**config.mk**
```make
export PLATFORM = sky130hd
export DESIGN_NAME = lif_layer_net
export DESIGN_NICKNAME = d
export VERILOG_FILES = /design/src/rtl/lif_pkg.sv /design/src/rtl/lif_neuron_p.sv /design/src/rtl/lif_layer_net.sv
export SDC_FILE = /design/constraint.sdc
export NUM_CORES = 1
export LEC_CHECK = 0
export BUFFER_PORTS_ARGS = -buffer_cell sky130_fd_sc_hd__buf_2
export CORE_AREA = 2 2 147 293
export DETAILED_ROUTE_END_ITERATION = 8
export DIE_AREA = 0 0 149 295
export PLACE_DENSITY = 0.76
export SYNTH_ARGS = -nofsm -noshare
export SYNTH_HDL_FRONTEND = slang
export SYNTH_HIERARCHICAL = 1
export SYNTH_SLANG_ARGS = --single-unit
```
**constraint.sdc**
```tcl
create_clock -name clk -period 6.4 [get_ports clk]
set_input_delay 0.32 -clock clk [delete_from_list [all_inputs] [get_ports clk]]
set_output_delay 0.32 -clock clk [all_outputs]
set_load 0.01 [all_outputs]
```
**src/rtl/lif_pkg.sv**
```systemverilog
// Shared helpers for the LIF network: saturating add, shift leak and
// clog2-based width helpers used by the neuron and the top level.
package lif_pkg;

  function automatic int addr_w(input int n);
    return (n > 1) ? $clog2(n) : 1;
  endfunction

  function automatic int sum_w(input int n, input int w_wt);
    return w_wt + $clog2(n + 1);
  endfunction

  // a + b clamped to 2^w - 1; callers cast the result down to w bits
  function automatic logic [31:0] sat_add(input logic [31:0] a, input logic [31:0] b,
                                          input int w);
    logic [32:0] s;
    logic [32:0] lim;
    s   = {1'b0, a} + {1'b0, b};
    lim = (33'd1 << w) - 33'd1;
    return (s > lim) ? lim[31:0] : s[31:0];
  endfunction

  function automatic logic [31:0] leak(input logic [31:0] s, input int sh);
    return s - (s >> sh);
  endfunction

endpackage

```
**src/rtl/lif_neuron_p.sv**
```systemverilog
// Single leaky integrate-and-fire neuron with saturating membrane,
// runtime threshold and a refractory counter; frozen while en is low.
module lif_neuron_p
  import lif_pkg::*;
#(
  parameter int W          = 8,
  parameter int LEAK_SHIFT = 2,
  parameter int REFRACT    = 2
) (
  input  logic         clk,
  input  logic         rst,
  input  logic         en,
  input  logic [W-1:0] cur,
  input  logic [W-1:0] thresh,
  output logic         spike,
  output logic         fire,
  output logic [W-1:0] state
);

  localparam int RW = (REFRACT > 0) ? $clog2(REFRACT + 1) : 1;
  localparam logic [RW-1:0] REFR_LOAD = RW'(REFRACT);

  logic [W-1:0]  state_reg, state_next;
  logic          spike_reg, spike_next;
  logic [RW-1:0] refr_reg, refr_next;
  logic [W-1:0]  nxt;

  always_comb begin
    state_next = state_reg;
    spike_next = spike_reg;
    refr_next  = refr_reg;
    fire       = 1'b0;
    nxt        = W'(sat_add(leak(32'(state_reg), LEAK_SHIFT), 32'(cur), W));
    if (en) begin
      if (refr_reg != '0) begin
        refr_next  = refr_reg - RW'(1);
        state_next = '0;
        spike_next = 1'b0;
      end else if (nxt >= thresh) begin
        fire       = 1'b1;
        spike_next = 1'b1;
        state_next = '0;
        refr_next  = REFR_LOAD;
      end else begin
        spike_next = 1'b0;
        state_next = nxt;
      end
    end
  end

  always_ff @(posedge clk) begin
    if (rst) begin
      state_reg <= '0;
      spike_reg <= 1'b0;
      refr_reg  <= '0;
    end else begin
      state_reg <= state_next;
      spike_reg <= spike_next;
      refr_reg  <= refr_next;
    end
  end

  assign spike = spike_reg;
  assign state = state_reg;

endmodule

```
**src/rtl/lif_layer_net.sv**
```systemverilog
// Two-layer LIF network: N_IN hidden neurons, weighted spike sum register,
// one output neuron and a saturating output-spike counter.
module lif_layer_net
  import lif_pkg::*;
#(
  parameter int N_IN       = 8,
  parameter int W          = 8,
  parameter int W_WT       = 4,
  parameter int LEAK_SHIFT = 2,
  parameter int REFRACT    = 2,
  parameter int CNT_W      = 16
) (
  input  logic                    clk,
  input  logic                    rst,
  input  logic                    en,
  input  logic [N_IN*W-1:0]       current,
  input  logic                    wt_we,
  input  logic [addr_w(N_IN)-1:0] wt_addr,
  input  logic [W_WT-1:0]         wt_data,
  input  logic [W-1:0]            hid_thresh,
  input  logic [W-1:0]            out_thresh,
  output logic [N_IN-1:0]         hid_spike,
  output logic [N_IN*W-1:0]       hid_state,
  output logic                    spike_out,
  output logic [W-1:0]            state_out,
  output logic [CNT_W-1:0]        spike_count
);

  localparam int AW = addr_w(N_IN);
  localparam int SW = sum_w(N_IN, W_WT);
  localparam logic [AW:0] N_IN_L = (AW + 1)'(N_IN);

  logic [W_WT-1:0]  wt_reg [N_IN];
  logic [SW-1:0]    sum_r, sum_next;
  logic [CNT_W-1:0] cnt_reg;
  logic [W-1:0]     out_cur;
  logic             out_fire;
  logic [N_IN-1:0]  hid_fire_unused;

  genvar gi;
  generate
    for (gi = 0; gi < N_IN; gi++) begin : g_hid
      lif_neuron_p #(.W(W), .LEAK_SHIFT(LEAK_SHIFT), .REFRACT(REFRACT)) u_hid (
        .clk    (clk),
        .rst    (rst),
        .en     (en),
        .cur    (current[gi*W +: W]),
        .thresh (hid_thresh),
        .spike  (hid_spike[gi]),
        .fire   (hid_fire_unused[gi]),
        .state  (hid_state[gi*W +: W])
      );
    end
  endgenerate

  always_comb begin
    sum_next = '0;
    for (int i = 0; i < N_IN; i++) begin
      if (hid_spike[i]) sum_next = sum_next + SW'(wt_reg[i]);
    end
  end

  // the sum can exceed the membrane range for wide weights, so clamp it
  assign out_cur = W'(sat_add(32'(sum_r), 32'd0, W));

  lif_neuron_p #(.W(W), .LEAK_SHIFT(LEAK_SHIFT), .REFRACT(REFRACT)) u_out (
    .clk    (clk),
    .rst    (rst),
    .en     (en),
    .cur    (out_cur),
    .thresh (out_thresh),
    .spike  (spike_out),
    .fire   (out_fire),
    .state  (state_out)
  );

  // weight writes bypass en; the sum on the write edge still sees old weights
  always_ff @(posedge clk) begin
    if (rst) begin
      for (int i = 0; i < N_IN; i++) wt_reg[i] <= W_WT'(1);
      sum_r   <= '0;
      cnt_reg <= '0;
    end else begin
      if (wt_we && ({1'b0, wt_addr} < N_IN_L)) wt_reg[wt_addr] <= wt_data;
      if (en) begin
        sum_r <= sum_next;
        if (out_fire && (cnt_reg != '1)) cnt_reg <= cnt_reg + CNT_W'(1);
      end
    end
  end

  assign spike_count = cnt_reg;

endmodule

```
Yosys cells after proc, flatten, opt, wreduce, memory -nomap -nowiden
Memory sizes are Yosys's and may differ from the RTL's.
Cells that the tools add are included.
{ "word_totals": {"elab_cells": 196, "n_memories": 1, "in_bits": 91, "out_inout_bits": 97, "ff_bits": 123, "ramBits": 32} }
{ "memory_table": {"columns": ["name", "depth", "word_bits", "read_ports", "rd_clocked_by_memory_dff", "write_ports", "line_no", "text"], "rows": [
  ["wt_reg", 8, 4, 8, 0, 8, "lif_layer_net.sv:33", "logic [W_WT-1:0] wt_reg [N_IN];"]
]} }
{ "classes": {"addsub": 35, "reduce_logical": 30, "magnitude_cmp": 19, "muxes": 81, "n_eq_ne": 1} }
{ "ops": {"columns": ["op", "count"], "rows": [
  ["adder 32 x 8 -> 33 bit", 9],
  ["greater-than comparator 33 x 8 -> 1 bit, second input constant", 9],
  ["two-way mux 8 bit", 35],
  ["subtractor 8 x 6 -> 9 bit", 9],
  [">= comparator 8 bit", 9],
  ["adder 8 x 4 -> 8 bit", 7],
  ["two-way mux 2 bit", 18],
  ["nonzero test 2 bit", 18],
  ["two-way mux 1 bit", 25],
  ["AND reduction 2 bit", 10],
  ["subtractor 2 x 1 -> 2 bit, second input constant", 9],
  ["adder 16 x 1 -> 16 bit, second input constant", 1],
  ["!= test 16 bit, second input constant", 1],
  ["greater-than comparator 8 bit, second input constant", 1],
  ["two-way mux 4 bit", 2],
  ["OR reduction 4 bit", 1],
  ["two-way mux 3 bit", 1],
  ["logical AND 1 bit", 1]
]} }

Logic depth before layout (Yosys ltp)
Gate-level depths: netlist of the first run.
An unclocked memory read counts as a cell.
{ "logic_depth": {"ltp_word": 16, "mapped_depth": 33, "ltp_nobuf": 33} }

By module
Netlist of the first run, hierarchy kept.
{ "modules_own_cells": {"columns": ["module", "cells_each", "seq_area_each_um2", "instances", "area_per_inst_um2"], "rows": [
  ["lif_neuron_p at g_hid[1].u_hid ...", 189, 220.2, 7, 1582.8],
  ["lif_layer_net", 411, 1441.4, 1, 3990.1],
  ["lif_neuron_p at g_hid[0].u_hid", 234, 220.2, 1, 1786.7],
  ["lif_neuron_p at g_hid[6].u_hid", 227, 220.2, 1, 1770.4]
]} }

Worst setup path after synthesis of the first run
OpenSTA, ideal clock, no wires.
{ "synth_timing": {"kind": "register -> register", "start": "register g_hid[0].u_hid.spike_reg", "end": "register sum_r[6]", "stages_incl_launch_ff": 30, "required_ns": 6.272, "slack_ns": -0.251, "arrival_ns": 6.524, "synth_period_minus_slack_ns": 6.651, "path_buffers": 0, "setup_time_ns": 0.128, "path_cell_list": "dfxtp_1 -> and2_1 -> ha_1 -> inv_1 -> fa_1 -> mux2i_1 -> fa_1 -> mux2_2 -> fa_1 -> xor2_1 -> mux2_2 -> ha_1 -> xnor2_1 -> mux2_2 -> ha_1 -> nor2b_1 -> nor2_1 -> xnor2_1 -> mux2_2 -> ha_1 -> xor2_1 -> a21oi_1 -> ha_1 -> nor2b_1 -> o21ai_0 -> nor2_1 -> a211oi_1 -> a21oi_1 -> nand4_1 -> o211ai_1"} }
{ "synth_between": {"elab_chain_cells": 15} }
{ "synth_rtl": {"columns": ["element", "line_no", "text"], "rows": [
  ["start: declaration", "lif_neuron_p.sv:24", "logic spike_reg, spike_next;"],
  ["start signal: assignment", "lif_neuron_p.sv:58", "spike_reg <= spike_next;"],
  ["two-way mux 4 bit (*)", "lif_layer_net.sv:59", "if (hid_spike[i]) sum_next = sum_next + SW'(wt_reg[i]);"],
  ["adder 8 x 4 -> 8 bit", "lif_layer_net.sv:59", null],
  ["two-way mux 8 bit (*)", "lif_layer_net.sv:59", null],
  ["adder 8 x 4 -> 8 bit", "lif_layer_net.sv:59", null],
  ["two-way mux 8 bit (*)", "lif_layer_net.sv:59", null],
  ["adder 8 x 4 -> 8 bit", "lif_layer_net.sv:59", null],
  ["two-way mux 8 bit (*)", "lif_layer_net.sv:59", null],
  ["adder 8 x 4 -> 8 bit", "lif_layer_net.sv:59", null],
  ["two-way mux 8 bit (*)", "lif_layer_net.sv:59", null],
  ["adder 8 x 4 -> 8 bit", "lif_layer_net.sv:59", null],
  ["two-way mux 8 bit (*)", "lif_layer_net.sv:59", null],
  ["adder 8 x 4 -> 8 bit", "lif_layer_net.sv:59", null],
  ["two-way mux 8 bit (*)", "lif_layer_net.sv:59", null],
  ["adder 8 x 4 -> 8 bit", "lif_layer_net.sv:59", null],
  ["two-way mux 8 bit (*)", "lif_layer_net.sv:59", null],
  ["end signal: assignment", "lif_layer_net.sv:86", "sum_r <= sum_next;"],
  ["end: declaration", "lif_layer_net.sv:34", "logic [SW-1:0] sum_r, sum_next;"]
]} }
Mark *: on every way between the ends. The rest lies on a longest branch, timed or not.
A chain may end at the register's enable or synchronous reset.

Worst setup path in the final report of the first run
{ "layout_timing": {"start": "register g_hid[0].u_hid.spike_reg", "end": "register sum_r[3]"} }
The elaborated chain is that of the path after synthesis.

==> flow_summary_export.csv, run 1 <==
group,metric,value,unit
grt,grt_use_total,22.2,%
grt,grt_pass1_vias,17400,
hold_path,holdCritStartpoint,"wt_addr[2]",
synthesis,synth_area,18600,um^2
clock_tree,cts_tree,"done",
critical_path,cp.arrival,7010,ps
detailed_routing,ant_nets,0,
detailed_routing,wl,50.4,mm
timing,rsz0062_at_grt,"true",
die,fp-row-count,106,
job,drv_cap,0,
grt,grt_pass1_wl,79.0,mm
timing,final_max_slew_viol_count,0,
timing,setup_viol,5,
placement,placed_area,20400,um^2
timing,slew-limit-headroom,29.9,%
detailed_routing,vias,17000,
status,violations,"setup timing",
final_layout,stdcell_area,21800,um^2
grt,overflow,0,
final_layout,largest_register_ffs,64,
timing,clock.fmax,0.150,GHz
clock_tree,h-tree-depth,4,
final_layout,layout-drive-gt1-share,21.4,%
timing,period_share,104,%
critical_path,worst_setup_path_start_kind,"flop",
clock_tree,clk_pin_slew,70,ps
synthesis,syn_avg_cell_area,8.50,um^2
grt,grt_max_degree,66,
critical_path,path_class,"flop to flop",
hold_path,hold_depth,3,
die,die-area,44000,um^2
detailed_routing,routed_via_density,5.66,
synthesis,synth_cells,2187,
placement,hpwlAfterDp,39.5,mm
detailed_routing,drt_iter0_drc,562,
grt,antenna_found_initial,4,
timing,worst_slack,-263,ps
clock_tree,root_buffer,"clkbuf_16",
die,fp.dieH,295,um
clock_tree,clk_path_buf_depth,2,
detailed_routing,wl_per_cell,16.8,um
placement,gp_congestion,0.895,
hold_path,whs_endpoint,"wt_reg[1][0]",
critical_path,critPathLaunch,"g_hid[0].u_hid/spike",
clock_tree,numCtsBuffers,17,
pwr,vdd_ir_drop_max,0.470,mV
critical_path,end_kind,"flop",
critical_path,critPathMaxFanout,3,
timing,post-route-min-period,6660,ps
final_layout,areaGrowthSynthToFinish,17.5,%
synthesis,ys_warn_count,6,
die,die_w,149,um
final_layout,nNetsFinal,2887,
timing,skew,9.57,ps
detailed_routing,first_pass_iters,5,
synthesis,synthesis.nets,2629,
pwr,power-per-cell-area,455,nW/um^2
clock_tree,clk_latency,440,ps
detailed_routing,drc,0,
critical_path,timing.rr.end,"sum_r[3]",
clock_tree,clkSinkCount,155,
timing,worst_pin_slew,1040,ps
pwr,power_leakage,9.78,nW
die,ios,188,
critical_path,critPathRequiredTime,6740,ps
final_layout,fin_util,52.5,%
critical_path,r2r_start,"g_hid[0].u_hid/spike",
die,coreArea,41600,um^2
critical_path,regToRegSetupSlack,-260,ps
die,start_util,44.7,%
hold_path,hold_path_class,"input port to flop",
placement,io_buffer_count,187,
timing,hold_violations,0,
critical_path,rr_worst_depth,26,
status,outcome,"complete, but fails checks",
-- worst max-delay path: stages (launching register included) --
cell	delay, ps
dfxtp_2	330
and2_4	160
ha_4	130
inv_2	40
fa_1	480
mux2i_2	230
fa_1	450
mux2_4	290
fa_2	520
mux2_4	160
inv_2	40
fa_2	520
nand2_2	70
o21ai_4	120
fa_2	510
mux2i_4	200
inv_1	80
fa_1	530
a21oi_4	80
ha_1	320
a21o_1	190
a21oi_2	190
nor2b_4	60
buf_4	130
o21ai_0	220
o311ai_0	180
a211oi_1	320
-- metrics by stage --
step / worst slack, ps / hold slack (ps) / power, mW / instances / TNS [ps]
6_report: -263 / 287 / 9.94 / 3000 / -786
4_1_cts: -94.1 / 259 / 9.82 / 2974 / -203
3_5_place_dp: -509 / 475 / 8.64 / 2936 / -2300
3_3_place_gp: -329 / 458 / 8.25 / 2936 / -925
2_1_floorplan: 5.19 / 392 / 6.95 / 2187 / 0
5_1_grt: -539 / 282 / 10.9 / 2998 / -2260
-- power by group --
group / switching [mW] / leakage, nW / internal, mW
Combinational: 4.36 / 8.16 / 3.27
Sequential: 0.167 / 1.32 / 1.12
Clock: 0.477 / 0.296 / 0.559
-- how the worst max path moves through the flow --
stage	to	slack, ps
global route	sum_r[3]	-540
detailed placement	sum_r[5]	-510
global placement	sum_r[5]	-330
floorplan	sum_r[5]	5
CTS	sum_r[5]	-90
finish	sum_r[3]	-260
-- cell usage in the layout, fill, tap and decap left out, types with 14 or more instances in the layout --
cell       instances
ha_1             310
inv_1            242
buf_2            186
nand2_1          179
nor2_1           160
dfxtp_1          121
a21oi_1           93
buf_4             82
xnor2_1           80
o21ai_0           79
nand2b_1          56
a21o_1            52
xor2_1            51
nand3_1           40
o21ai_2           35
o2bb2a_1          35
edfxtp_1          32
nor2b_1           30
and2_1            26
nor3_1            24
a22oi_1           24
a21oi_2           22
mux2_2            21
fa_1              20
a211o_1           19
clkbuf_16         19
mux2i_1           17
nand4_1           17
or3_1             16
a31oi_1           15
a21boi_0          15
o21a_1            14
nor3b_1           14
ha_4              14
a2111oi_4         14
-- layer usage --
metal,wire (um),vias to the layer above,GRT usage (%)
met4,3270,4,14.2
met3,1890,179,3.43
met2,27600,409,44.1
met1,17600,8083,20.4
li1,-,8301,-
met5,21,-,0
-- what timing repair did --
action	in CTS	in global routing
gates cloned	0	0
setup endpoints to repair	12	63
setup buffers	6	25
gates resized for setup	61	58
hold buffers	0	0
pin swaps	41	38
-- final cells by class --
cell class                      instances  area (um^2)
Inverter                              246          923
Multi-Input combinational cell       1752        14600
Fill cell                            3839        19800
Sequential cell                       155         3430
Tap cell                              540          676
Antenna cell                            2         5.00
Clock buffer                           19          475
Clock inverter                         13          123
Timing Repair Buffer                  273         1600
No activity file was read; power rests on OpenSTA's default activity.
==> run 2: changes to the inputs <==
PLACE_DENSITY = 0.65   (was 0.76)
==> run 2 against run 1 <==
The run still ends with setup timing left. Power is 0.37% lower. Cell count is 0.23% lower. Clock skew is 1.3 ps higher. First-iteration DRC count is 10% lower. Critical path depth is 1 higher.
==> flow_summary_export.csv, run 2 (synthesis gave the netlist of run 1 again) <==
group,metric,value,unit
status,outcome,"complete, but fails checks",
status,violations,"setup timing",
timing,slew-limit-headroom,37.6,%
die,coreArea,41600,um^2
timing,rsz0062_at_grt,"true",
clock_tree,cts_tree,"done",
detailed_routing,drt_iter0_drc,506,
pwr,power-per-cell-area,456,nW/um^2
pwr,power_leakage,9.73,nW
critical_path,cp_slowest_stage_delay,550,ps
clock_tree,h-tree-depth,4,
clock_tree,holdBufCountCts,0,
critical_path,path_buf_inv,3,
final_layout,fin_util,52.2,%
die,fp-row-count,106,
detailed_routing,vias,16600,
timing,worst_slack,-81.5,ps
critical_path,critPathMaxFanout,3,
detailed_routing,first_pass_iters,5,
critical_path,cp.arrival,6820,ps
final_layout,layout-drive-gt1-share,21.1,%
timing,fin_setup_tns,-137,ps
timing,period_share,101,%
detailed_routing,drc,0,
placement,io_buffer_count,187,
grt,grt_pass1_vias,17000,
clock_tree,clk_path_buf_depth,2,
critical_path,path_depth,27,
critical_path,cpMostUsedCell,"fa_2",
final_layout,final_common_cell,"ha_1",
clock_tree,numCtsBuffers,17,
critical_path,critPathTopFamily,"adder cells",
critical_path,cp-endpoint,"sum_r[6]",
critical_path,path_class,"flop to flop",
clock_tree,clkSinkCount,155,
critical_path,worst_setup_path_start_kind,"flop",
final_layout,fin_cells,2993,
placement,gp_congestion,0.904,
die,start_util,44.7,%
critical_path,critPathRequiredTime,6740,ps
critical_path,regToRegSetupSlack,-80,ps
detailed_routing,routed_via_density,5.55,
pwr,vdd_ir_drop_max,0.452,mV
grt,grt_use_total,22.3,%
critical_path,rr_worst_depth,27,
final_layout,nNetsFinal,2884,
timing,final_max_slew_viol_count,0,
grt,grt_max_degree,52,
critical_path,timing.rr.end,"sum_r[6]",
timing,clock.fmax,0.154,GHz
detailed_routing,wl_per_cell,16.5,um
final_layout,fillCellCount,3988,
clock_tree,clk_pin_slew,70,ps
final_layout,areaGrowthSynthToFinish,16.9,%
clock_tree,root_buffer,"clkbuf_16",
grt,grt_pass1_wl,79.0,mm
critical_path,crit_path_top_delay_cell,"fa_2",
die,die-area,44000,um^2
clock_tree,clk_latency,450,ps
timing,setup_viol,3,
timing,hold_violations,0,
final_layout,stdcell_area,21700,um^2
placement,placed_cells,2949,
detailed_routing,wl,49.4,mm
hold_path,hold_path_class,"input port to flop",
timing,skew,10.9,ps
final_layout,largest_register_ffs,64,
final_layout,antenna_cells,0,
placement,placed_area,20500,um^2
job,drv_cap,0,
critical_path,r2r_start,"wt_reg[0][0]",
placement,hpwlAfterDp,40.0,mm
final_layout,final_cell_mix,"ha_1 (311), inv_1 (242), buf_2 (186)",
die,fp.dieH,295,um
detailed_routing,ant_nets,0,
grt,antenna_found_initial,2,
timing,post-route-min-period,6480,ps
critical_path,critPathLaunch,"wt_reg[0][0]",
critical_path,end_kind,"flop",
grt,overflow,0,
timing,worst_pin_slew,928,ps
die,ios,188,
die,die_w,149,um
[run 2: worst min path at each step]
stage	start	endpoint	cells past startpoint
final	current[24]	g_hid[3].u_hid/state[0]	4
after global routing	wt_data[0]	wt_reg[1][0]	2
after CTS	current[24]	g_hid[3].u_hid/state[0]	4
after detailed placement	g_hid[3].u_hid/refr_reg[0]	g_hid[3].u_hid/refr_reg[0]	2
after global placement	g_hid[4].u_hid/refr_reg[0]	g_hid[4].u_hid/refr_reg[0]	2
after floorplan	rst	g_hid[1].u_hid/spike	1
[run 2: what timing repair did]
item	in CTS	in global routing
gates cloned	0	0
pin swaps	26	43
setup buffers	3	11
setup endpoints to repair	9	47
endpoints found under the hold margin	0	0
resized for setup	44	66
[run 2: layer usage]
layer / share of wire, % / global-route usage, % / vias to the layer above / routed length, um
met2: 56 / 45.5 / 314 / 27700
met3: 3.4 / 3.27 / 122 / 1660
li1: - / - / 8285 / -
met5: 0.020 / 0 / - / 10
met1: 35 / 20.6 / 7882 / 17400
met4: 5.1 / 11.5 / 2 / 2520
[run 2: area by class of cell]
class                           instances  area, um^2  share of cell area, %
Inverter                              246         923                   4.25
Clock inverter                          9         110                  0.506
Timing Repair Buffer                  270        1580                   7.25
Multi-Input combinational cell       1752       14600                   66.9
Sequential cell                       155        3430                   15.8
Tap cell                              540         676                   3.11
Clock buffer                           21         474                   2.18
[run 2: worst reg2reg max path: stages (launching register included)]
cell and delay, ps:
edfxtp_1 360, and2_4 160, ha_4 160, inv_2 40, fa_1 420, mux2i_2 240
fa_1 460, mux2_4 280, fa_1 450, mux2_4 290, inv_2 60, fa_2 430
nand2_2 100, o21ai_4 80, fa_2 520, mux2i_4 240, inv_2 60, fa_2 550
a21oi_4 80, fa_2 410, a21oi_4 160, nor2b_4 60, o21ai_4 180, nor2_4 60
a211oi_2 260, a21oi_2 70, nand4_1 110, o211ai_1 80
[run 2: power breakdown]
| part | internal, mW | switching [mW] | total, mW | leakage (nW) |
|---|---|---|---|---|
| clock network | 0.608 | 0.442 | 1.05 | 0.294 |
| registers | 1.12 | 0.165 | 1.28 | 1.32 |
| logic | 3.29 | 4.29 | 7.58 | 8.12 |
[run 2: stage by stage]
step                total power, mW  setup WS (ps)  hold WS (ps)
finish                         9.91          -81.5           251
floorplan                      6.95           5.19           392
global route                   10.9           -381           270
global placement               8.36           -382           458
CTS                            9.86          -22.5           227
detailed placement             8.68           -607           471
